`src/rtl/arty_io_mem.sv`:
```
// arty_io_mem: board I/O and scratch memory reached through one valid/ready port.
//   Two-flop synchronisers on buttons and switches, per-button debounce with
//   rising-edge event latching, an LED register and a 2**MemAddrWidth-word RAM.
//   Ports:
//     clk_i, rst_ni              clock, async active-low reset
//     btn_i, sw_i                raw asynchronous buttons / switches
//     led_o, btn_evt_o           LED drive, OR of pending button events
//     req_valid_i/req_ready_o    request handshake (write, addr, wdata)
//     rsp_valid_o/rsp_ready_i    response handshake (rdata, err)
//   Address MSB=1 selects the RAM; MSB=0 selects registers
//   LED(0) BTN(1) SW(2) EVT(3). Other register addresses return an error.
//
//   state | meaning
//   IDLE  | ready for a request
//   RESP  | response presented, held until rsp_ready_i
module arty_io_mem #(
  parameter int unsigned LedWidth       = 4,
  parameter int unsigned BtnWidth       = 4,
  parameter int unsigned SwWidth        = 2,
  parameter int unsigned MemAddrWidth   = 3,
  parameter int unsigned DataWidth      = 8,
  parameter int unsigned DebounceCycles = 1000
) (
  input  logic                    clk_i,
  input  logic                    rst_ni,
  input  logic [BtnWidth-1:0]     btn_i,
  input  logic [SwWidth-1:0]      sw_i,
  output logic [LedWidth-1:0]     led_o,
  output logic                    btn_evt_o,
  input  logic                    req_valid_i,
  output logic                    req_ready_o,
  input  logic                    req_write_i,
  input  logic [MemAddrWidth:0]   req_addr_i,
  input  logic [DataWidth-1:0]    req_wdata_i,
  output logic                    rsp_valid_o,
  input  logic                    rsp_ready_i,
  output logic [DataWidth-1:0]    rsp_rdata_o,
  output logic                    rsp_err_o
);

  localparam int unsigned Words = 2 ** MemAddrWidth;
  localparam int unsigned CntW  = (DebounceCycles > 1) ? $clog2(DebounceCycles) : 1;
  localparam logic [CntW-1:0] CntMax = CntW'(DebounceCycles - 1);

  typedef enum logic {IDLE, RESP} state_e;

  state_e                 state_q;
  logic [BtnWidth-1:0]    btn_s1_q, btn_s2_q;
  logic [SwWidth-1:0]     sw_s1_q, sw_s2_q;
  logic [BtnWidth-1:0]    stable_q, stable_d;
  logic [CntW-1:0]        cnt_q [BtnWidth];
  logic [CntW-1:0]        cnt_d [BtnWidth];
  logic [BtnWidth-1:0]    evt_q, evt_d, evt_clr;
  logic                   btn_evt_q;
  logic [LedWidth-1:0]    led_q;
  logic [DataWidth-1:0]   mem_q [Words];
  logic                   req_ready_q, rsp_valid_q, rsp_err_q;
  logic [DataWidth-1:0]   rsp_rdata_q;

  logic                    accept, is_ram, reg_hit;
  logic [MemAddrWidth-1:0] idx;
  logic [1:0]              reg_sel;
  logic [DataWidth-1:0]    rd_data;

  assign accept  = req_valid_i & (state_q == IDLE);
  assign is_ram  = req_addr_i[MemAddrWidth];
  assign idx     = req_addr_i[MemAddrWidth-1:0];
  // Shift rather than a slice so MemAddrWidth=2 still elaborates.
  assign reg_hit = (idx >> 2) == '0;
  assign reg_sel = idx[1:0];

  always_comb begin
    stable_d = stable_q;
    for (int i = 0; i < BtnWidth; i++) begin
      cnt_d[i] = '0;
      if (btn_s2_q[i] != stable_q[i]) begin
        if (cnt_q[i] == CntMax) stable_d[i] = btn_s2_q[i];
        else                    cnt_d[i]    = cnt_q[i] + CntW'(1);
      end
    end
  end

  always_comb begin
    evt_clr = '0;
    if (accept && req_write_i && !is_ram && reg_hit && reg_sel == 2'd3)
      evt_clr = req_wdata_i[BtnWidth-1:0];
    // A rising edge in the same cycle as a clear keeps the event pending.
    evt_d = (evt_q & ~evt_clr) | (stable_d & ~stable_q);
  end

  // Reads see pre-update state of every register written in the same cycle.
  always_comb begin
    rd_data = '0;
    if (is_ram) rd_data = mem_q[idx];
    else if (reg_hit) begin
      case (reg_sel)
        2'd0:    rd_data = DataWidth'(led_q);
        2'd1:    rd_data = DataWidth'(stable_q);
        2'd2:    rd_data = DataWidth'(sw_s2_q);
        default: rd_data = DataWidth'(evt_q);
      endcase
    end
  end

  always_ff @(posedge clk_i or negedge rst_ni) begin
    if (!rst_ni) begin
      btn_s1_q  <= '0;
      btn_s2_q  <= '0;
      sw_s1_q   <= '0;
      sw_s2_q   <= '0;
      stable_q  <= '0;
      evt_q     <= '0;
      btn_evt_q <= 1'b0;
      led_q     <= '0;
      for (int i = 0; i < BtnWidth; i++) cnt_q[i] <= '0;
      for (int w = 0; w < Words; w++) mem_q[w] <= '0;
    end else begin
      btn_s1_q  <= btn_i;
      btn_s2_q  <= btn_s1_q;
      sw_s1_q   <= sw_i;
      sw_s2_q   <= sw_s1_q;
      stable_q  <= stable_d;
      evt_q     <= evt_d;
      btn_evt_q <= |evt_d;
      for (int i = 0; i < BtnWidth; i++) cnt_q[i] <= cnt_d[i];
      if (accept && req_write_i) begin
        if (is_ram) mem_q[idx] <= req_wdata_i;
        else if (reg_hit && reg_sel == 2'd0) led_q <= req_wdata_i[LedWidth-1:0];
      end
    end
  end

  always_ff @(posedge clk_i or negedge rst_ni) begin
    if (!rst_ni) begin
      state_q     <= IDLE;
      req_ready_q <= 1'b1;
      rsp_valid_q <= 1'b0;
      rsp_rdata_q <= '0;
      rsp_err_q   <= 1'b0;
    end else begin
      case (state_q)
        IDLE: begin
          if (req_valid_i) begin
            state_q     <= RESP;
            req_ready_q <= 1'b0;
            rsp_valid_q <= 1'b1;
            rsp_err_q   <= !is_ram && !reg_hit;
            rsp_rdata_q <= (req_write_i || (!is_ram && !reg_hit)) ? '0 : rd_data;
          end
        end
        default: begin
          if (rsp_ready_i) begin
            state_q     <= IDLE;
            req_ready_q <= 1'b1;
            rsp_valid_q <= 1'b0;
            rsp_rdata_q <= '0;
            rsp_err_q   <= 1'b0;
          end
        end
      endcase
    end
  end

  assign led_o       = led_q;
  assign btn_evt_o   = btn_evt_q;
  assign req_ready_o = req_ready_q;
  assign rsp_valid_o = rsp_valid_q;
  assign rsp_rdata_o = rsp_rdata_q;
  assign rsp_err_o   = rsp_err_q;

endmodule
```
`config.mk`:
```
export PLATFORM = sky130hd
export DESIGN_NAME = arty_io_mem
export DESIGN_NICKNAME = d
export VERILOG_FILES = /design/src/rtl/arty_io_mem.sv
export SDC_FILE = /design/constraint.sdc
export NUM_CORES = 1
export LEC_CHECK = 0
export CAP_MARGIN = 20
export CORE_MARGIN = 2
export CORE_UTILIZATION = 53
export CTS_CLUSTER_DIAMETER = 40
export CTS_CLUSTER_SIZE = 28
export DETAILED_ROUTE_END_ITERATION = 12
export GPL_ROUTABILITY_DRIVEN = 0
export PLACE_DENSITY = 0.85
export SLEW_MARGIN = 20
export SYNTH_ARGS = -nofsm -noshare
export SYNTH_HDL_FRONTEND = slang
export SYNTH_SLANG_ARGS = --single-unit
```
`constraint.sdc`:
```
create_clock -name clk_i -period 1.6 [get_ports clk_i]
set_input_delay 0.4 -clock clk_i [delete_from_list [all_inputs] [get_ports clk_i]]
set_output_delay 0.4 -clock clk_i [all_outputs]
set_load 0.03 [all_outputs]
```
==> results of run 1 <==
==> layer usage <==
layer  routed length [µm]  track usage (%)
met5                    0                0
met4                  527            11.38
met3                 1068            7.019
met2                 8689            42.83
met1                 6760            33.85
==> final timing paths <==
kind	slack [ns]	end	from	depth (start not counted)
min in group asynchronous	0.41	cnt_q[17]	rst_ni	2
worst min register to register	0.35	btn_s2_q[2]	btn_s1_q[2]	0
worst max register to register	-0.19	btn_evt_o	state_q	6
worst max-delay path	-0.19	btn_evt_o	state_q	6
max in group asynchronous	0.57	req_ready_o	rst_ni	3
worst min-delay path	0.35	btn_s2_q[2]	btn_s1_q[2]	0
==> cell usage in the layout (no fill, tap or decap), types with 6 or more instances in the layout <==
cell type        count
nand2_1             27
buf_6               18
inv_1               11
dfrtp_1            140
clkbuf_2             6
mux2_4              41
nor3_1               9
mux4_2              16
mux2i_1              6
buf_12               8
xor2_1              11
buf_4               32
clkbuf_16           17
mux2_2              31
and3_1               8
nor2_1              49
clkdlybuf4s50_1     17
o21ai_0              9
nand3_1              8
nor2_4               6
nand4_1              8
xnor2_1             25
==> report_power, final <==
group	switching, mW	internal [mW]	leakage, nW
combinational	0.583	0.685	1.60
clock	1.54	2.73	0.302
sequential	0.265	3.91	1.87
total	2.39	7.32	3.77
==> cell families after synthesis <==
| family | after synthesis |
|---|---|
| AO/OA/AOI/OAI | 30 |
| XOR/XNOR | 36 |
| adder cells (fa/ha/maj) | 4 |
| buffers and inverters | 28 |
| flip-flops | 141 |
| multiplexers | 95 |
| AND/OR/NAND/NOR | 148 |
==> cell type report <==
cell class / count / share of cell area, %
multi-input combinational: 313 / 34.80
clock inverter: 10 / 1.950
inverter: 11 / 0.4989
tap: 143 / 2.162
sequential: 141 / 42.65
clock buffer: 22 / 5.730
timing repair buffer: 98 / 12.20
==> metrics by stage <==
stage               instances  TNS (ns)  utilization (%)  setup slack (ns)  hold slack [ns]
global route              738    -5.748            72.17           -0.1817           0.3559
global placement          696    -40.01            62.62           -0.5643           0.2749
floorplan                 482    -5.343                -           -0.1022           0.1044
detailed placement        696    -43.40            62.62           -0.6258           0.2777
CTS                       732   -0.6356            70.77          -0.06922           0.3546
finish                    738    -3.982            72.17           -0.1914           0.3511
==> worst reg2reg max path, stage by stage (launching register included) <==
cell and delay, ns:
dfrtp_1 0.38, and3b_2 0.33, buf_4 0.14, buf_6 0.11, nand4_1 0.12, a32o_2 0.27
nand4b_1 0.26
==> flip-flops by register name (all words and copies together), names as in the netlist, 2 cells and up <==
signal and cells:
mem_q 64, cnt_q 40, rsp_rdata_o 8, btn_s1_q 4, btn_s2_q 4, evt_q 4
led_o 4, stable_q 4, sw_s1_q 2, sw_s2_q 2
==> repair_timing <==
item / in CTS / in global routing
hold buffers: 1 / 0
hold endpoints to repair: 22 / 0
cloned: 2 / 1
resized for setup: 86 / 46
endpoints found under the setup margin: 110 / 97
buffers inserted: 1 / 5
pin swaps: 5 / 7
==> results.sh, run 1 <==
export IMPL_viasPerCell=6.070
export IMPL_hold_class="register to register"
export IMPL_critical_path_top_delay_family="simple AND/OR/NAND/NOR gates"
export IMPL_ys_warn_count=0
export IMPL_antenna_cells=0
export IMPL_maxSlewViolCount=0
export IMPL_synth_top_flop_cell="dfrtp_1"
export IMPL_first_pass_iters=5
export IMPL_die_h_um=112.6
export IMPL_antenna_left=0
export IMPL_port_buffers=38
export IMPL_multiInputGateArea_um2=2880
export IMPL_outcome="complete, but fails checks"
export IMPL_final_nets=609
export IMPL_synth_top_area_cell="dfrtp_1"
export IMPL_die_w_um=112.6
export IMPL_synth_top_family_by_area="multiplexers"
export IMPL_slowest_delay_ns=0.38
export IMPL_worst_slew_pin_slew_ns=0.4353
export IMPL_slew_headroom_pct=70.89
export IMPL_regArea_um2=3530
export IMPL_rows=39
export IMPL_clock_latency_ns=0.43
export IMPL_cts_tree="yes"
export IMPL_clkTransAtPathRegs_ns=0.06
export IMPL_num_io_pins=39
export IMPL_clock_skew_final_ns=0.006319
export IMPL_fillers=622
export IMPL_cts_buffers=17
export IMPL_synth_cells=482
export IMPL_startpoint_type="register"
export IMPL_grt_ovfl_total=0
export IMPL_cap_violations=0
export IMPL_ys_ff_latch=141
export IMPL_coreArea_um2=11470
export IMPL_cp_data_required_time_ns=1.85
export IMPL_synth_edf_count=0
export IMPL_drive_above_1_share_pct=37.65
export IMPL_synth_compound_area_share_pct=3.245
export IMPL_total_power_mw=9.708
export IMPL_grt_pass1_vias=4769
export IMPL_clkSinkCount=141
export IMPL_dpl_cell_area_um2=7181
export IMPL_syn_to_final_growth_pct=32.49
export IMPL_ys_types=47
export IMPL_synth_top_cell_area_share_pct=56.09
export IMPL_syn_avg_cell_area_um2=12.96
export IMPL_dpl_hpwl_mm=9.248
export IMPL_drt_iter0_markers=431
export IMPL_wirelength_mm=17.05
export IMPL_cpMaxStageDelayCell="dfrtp_1"
export IMPL_yosys_top_cells_area="dfrtp_1 (56%), mux2_2 (13%), mux4_2 (5.8%)"
export IMPL_synthXorXnorAreaFrac_pct=5.048
export IMPL_synth_commonest_cells="dfrtp_1 (140), mux2_2 (71), nor2_1 (49), nand2_1 (28), xnor2_1 (25)"
export IMPL_yosysMostFrequentCell="dfrtp_1"
export IMPL_start_util_pct=54.47
export IMPL_grt_max_degree=55
export IMPL_grtUsageTotal_pct=26.43
export IMPL_synthesis_nets=509
export IMPL_timing_final_crit_share_pct=112.0
export IMPL_syn_area_um2=6246
export IMPL_violations="negative setup slack"
export IMPL_p_leak_nw=3.771
export IMPL_antenna_found_initial=0
export IMPL_crit_arrival_ns=2.05
export IMPL_synth_mux_area_share_pct=19.87
export IMPL_final_cell_area_um2=8275
export IMPL_grt_pass1_wl_mm=25.54
export IMPL_async_flop_share_pct=100.0
export IMPL_fin_crit_ns=1.791
export IMPL_critPathKind="register to register"
export IMPL_wl_per_cell_um=23.10
export IMPL_cts_root_buf="clkbuf_16"
export IMPL_synth_simple_area_share_pct=12.42
export IMPL_vias=4480
export IMPL_vdd_drop_max_mv=0.9184
export IMPL_ys_seq_area_share_pct=56.51
export IMPL_yosys_area_share_adder_pct=0.8013
export IMPL_drc=0
export IMPL_fin_ws_ns=-0.1914
export IMPL_crit_chain="and3b_2, buf_4, buf_6, nand4_1, a32o_2, nand4b_1"
export IMPL_worst_path_buf_inv=2
export IMPL_die_area_um2=12670
export IMPL_grt_setup_unrepaired="yes"
export IMPL_setup_viol=57
export IMPL_h_tree_depth=4
export IMPL_critPathCaptureType="register"
export IMPL_cts_buffer_depth=2
export IMPL_max_freq_mhz=558.2
export IMPL_powerDensity_nw_per_um2=1173
export IMPL_worst_path_max_fanout=5
export IMPL_hold_violations=0
No activity file was read; power rests on OpenSTA's default activity.
==> run 2: changes to the inputs <==
--- a/config.mk
+++ b/config.mk
@@ -6,13 +6,12 @@
 export NUM_CORES = 1
 export LEC_CHECK = 0
 export CAP_MARGIN = 20
-export CORE_MARGIN = 2
-export CORE_UTILIZATION = 53
+export CORE_UTILIZATION = 45
 export CTS_CLUSTER_DIAMETER = 40
 export CTS_CLUSTER_SIZE = 28
 export DETAILED_ROUTE_END_ITERATION = 12
 export GPL_ROUTABILITY_DRIVEN = 0
-export PLACE_DENSITY = 0.85
+export PLACE_DENSITY = 0.73
 export SLEW_MARGIN = 20
 export SYNTH_ARGS = -nofsm -noshare
 export SYNTH_HDL_FRONTEND = slang
==> constraint.sdc (replaced) <==
create_clock -name clk_i -period 2.2 [get_ports clk_i]
set_input_delay 0.55 -clock clk_i [delete_from_list [all_inputs] [get_ports clk_i]]
set_output_delay 0.55 -clock clk_i [all_outputs]
set_load 0.03 [all_outputs]
==> results.sh, run 2 (synthesis results as in run 1) <==
export IMPL_worstRegToRegCells=4
export IMPL_cp_data_required_time_ns=1.65
export IMPL_hold_violations=0
export IMPL_fin_crit_ns=2.070
export IMPL_final_common_cell="dfrtp_1"
export IMPL_postCtsSetupBuffers=0
export IMPL_grt_pass1_vias=4212
export IMPL_grt_max_degree=55
export IMPL_die_h_um=119.8
export IMPL_clock_skew_final_ns=0.008731
export IMPL_reg2reg_slack_ns=0.37
export IMPL_setup_viol=0
export IMPL_critPathKind="register to primary output"
export IMPL_antenna_cells=0
export IMPL_crit_chain="clkdlybuf4s50_1"
export IMPL_clkSinkCount=141
export IMPL_die_area_um2=14360
export IMPL_antenna_left=0
export IMPL_grt_ovfl_total=0
export IMPL_slew_headroom_pct=54.76
export IMPL_worst_path_buf_inv=1
export IMPL_cap_violations=0
export IMPL_r2r_start="state_q"
export IMPL_final_nets=589
export IMPL_powerDensity_nw_per_um2=866.9
export IMPL_crit_arrival_ns=1.52
export IMPL_vdd_drop_max_mv=0.5138
export IMPL_dpl_hpwl_mm=8.936
export IMPL_cpMaxStageDelayCell="clkdlybuf4s50_1"
export IMPL_coreArea_um2=13400
export IMPL_p_leak_nw=3.501
export IMPL_critPathCaptureType="primary output"
export IMPL_drc=0
export IMPL_fin_ws_ns=0.1298
export IMPL_drt_iter0_markers=282
export IMPL_startpoint_type="register"
export IMPL_top_register="mem_q"
export IMPL_start_util_pct=46.61
export IMPL_worst_slew_pin_slew_ns=0.6771
export IMPL_port_buffers=38
export IMPL_die_w_um=119.8
export IMPL_viasPerCell=5.296
export IMPL_dpl_cell_area_um2=7133
export IMPL_syn_to_final_growth_pct=24.24
export IMPL_place_inst=719
export IMPL_outcome="finished clean"
export IMPL_grt_setup_unrepaired="no"
export IMPL_cts_buffers=17
export IMPL_largest_reg_flops=64
export IMPL_max_freq_mhz=483.0
export IMPL_clkTransAtPathRegs_ns=0.07
export IMPL_final_cell_mix="dfrtp_1 (140), mux2_2 (71), nor2_1 (49)"
export IMPL_total_power_mw=6.727
export IMPL_clock_latency_ns=0.42
export IMPL_first_pass_iters=4
export IMPL_slowest_delay_ns=0.71
export IMPL_maxSlewViolCount=0
export IMPL_final_cell_area_um2=7760
export IMPL_num_io_pins=39
export IMPL_hold_class="input port to asynchronous set/reset pin"
export IMPL_fillers=1048
export IMPL_drive_above_1_share_pct=30.09
export IMPL_cts_tree="yes"
export IMPL_wl_per_cell_um=17.09
export IMPL_h_tree_depth=4
export IMPL_grt_pass1_wl_mm=21.89
export IMPL_worst_path_max_fanout=2
export IMPL_vias=3977
export IMPL_cts_root_buf="clkbuf_16"
export IMPL_reg2reg_to="mem_q[54]"
export IMPL_timing_final_crit_share_pct=94.10
export IMPL_rows=42
export IMPL_wirelength_mm=12.83
export IMPL_instances_no_fill=751
export IMPL_grtUsageTotal_pct=20.11
export IMPL_critical_path_top_delay_family="buffers and inverters"
export IMPL_holdWs_ns=0.04196
export IMPL_pre_cts_slack_ns=-0.1211
export IMPL_cts_buffer_depth=2
export IMPL_antenna_found_initial=0
export IMPL_cts_hold_fix_buffers=0
==> run 2: where the power goes <==
part	switching, mW	internal, mW
registers	0.148	2.84
logic	0.346	0.403
clock network	1.15	1.84
total	1.65	5.08
==> run 2: worst max path at each step <==
stage / cells past startpoint / from / slack (ns) / end
floorplan: 5 / req_addr_i[0] / 0.35 / rsp_rdata_o[4]
global placement: 6 / req_addr_i[0] / -0.1 / rsp_rdata_o[2]
detailed placement: 6 / req_addr_i[0] / -0.12 / rsp_rdata_o[7]
CTS: 1 / req_ready_o / 0.01 / req_ready_o
global route: 1 / rsp_rdata_o[2] / 0.09 / rsp_rdata_o[2]
finish: 1 / rsp_rdata_o[3] / 0.13 / rsp_rdata_o[3]
==> run 2: layout make-up <==
type	count	area [µm²]	area share, %
flip-flops and latches	141	3530	45.49
inverters	11	41.29	0.5321
well taps	176	220.2	2.838
clock inverters	14	185.2	2.386
multi-input cells	313	2585	33.31
clock buffers	18	439.2	5.659
repair buffers	78	759.5	9.787
==> run 2: repair_timing <==
item | CTS | global route
resized for setup | 0 | 1
hold endpoints to repair | 0 | 0
endpoints found under the setup margin | 0 | 1
==> run 2: stage by stage <==
step,util (%),TNS [ns]
6_report,57.91,0
5_1_grt,57.91,0
4_1_cts,57.89,0
3_5_place_dp,53.23,-6.274
3_3_place_gp,53.23,-4.002
2_1_floorplan,-,0
==> run 2: metal layers <==
| layer | track usage, % | share of wire [%] | wire length, µm |
|---|---|---|---|
| met4 | 7.266 | 1.5 | 191 |
| met1 | 26.53 | 45 | 5804 |
| met5 | 0 | 0 | 0 |
| met2 | 31.97 | 49 | 6283 |
| met3 | 5.371 | 4.3 | 553 |
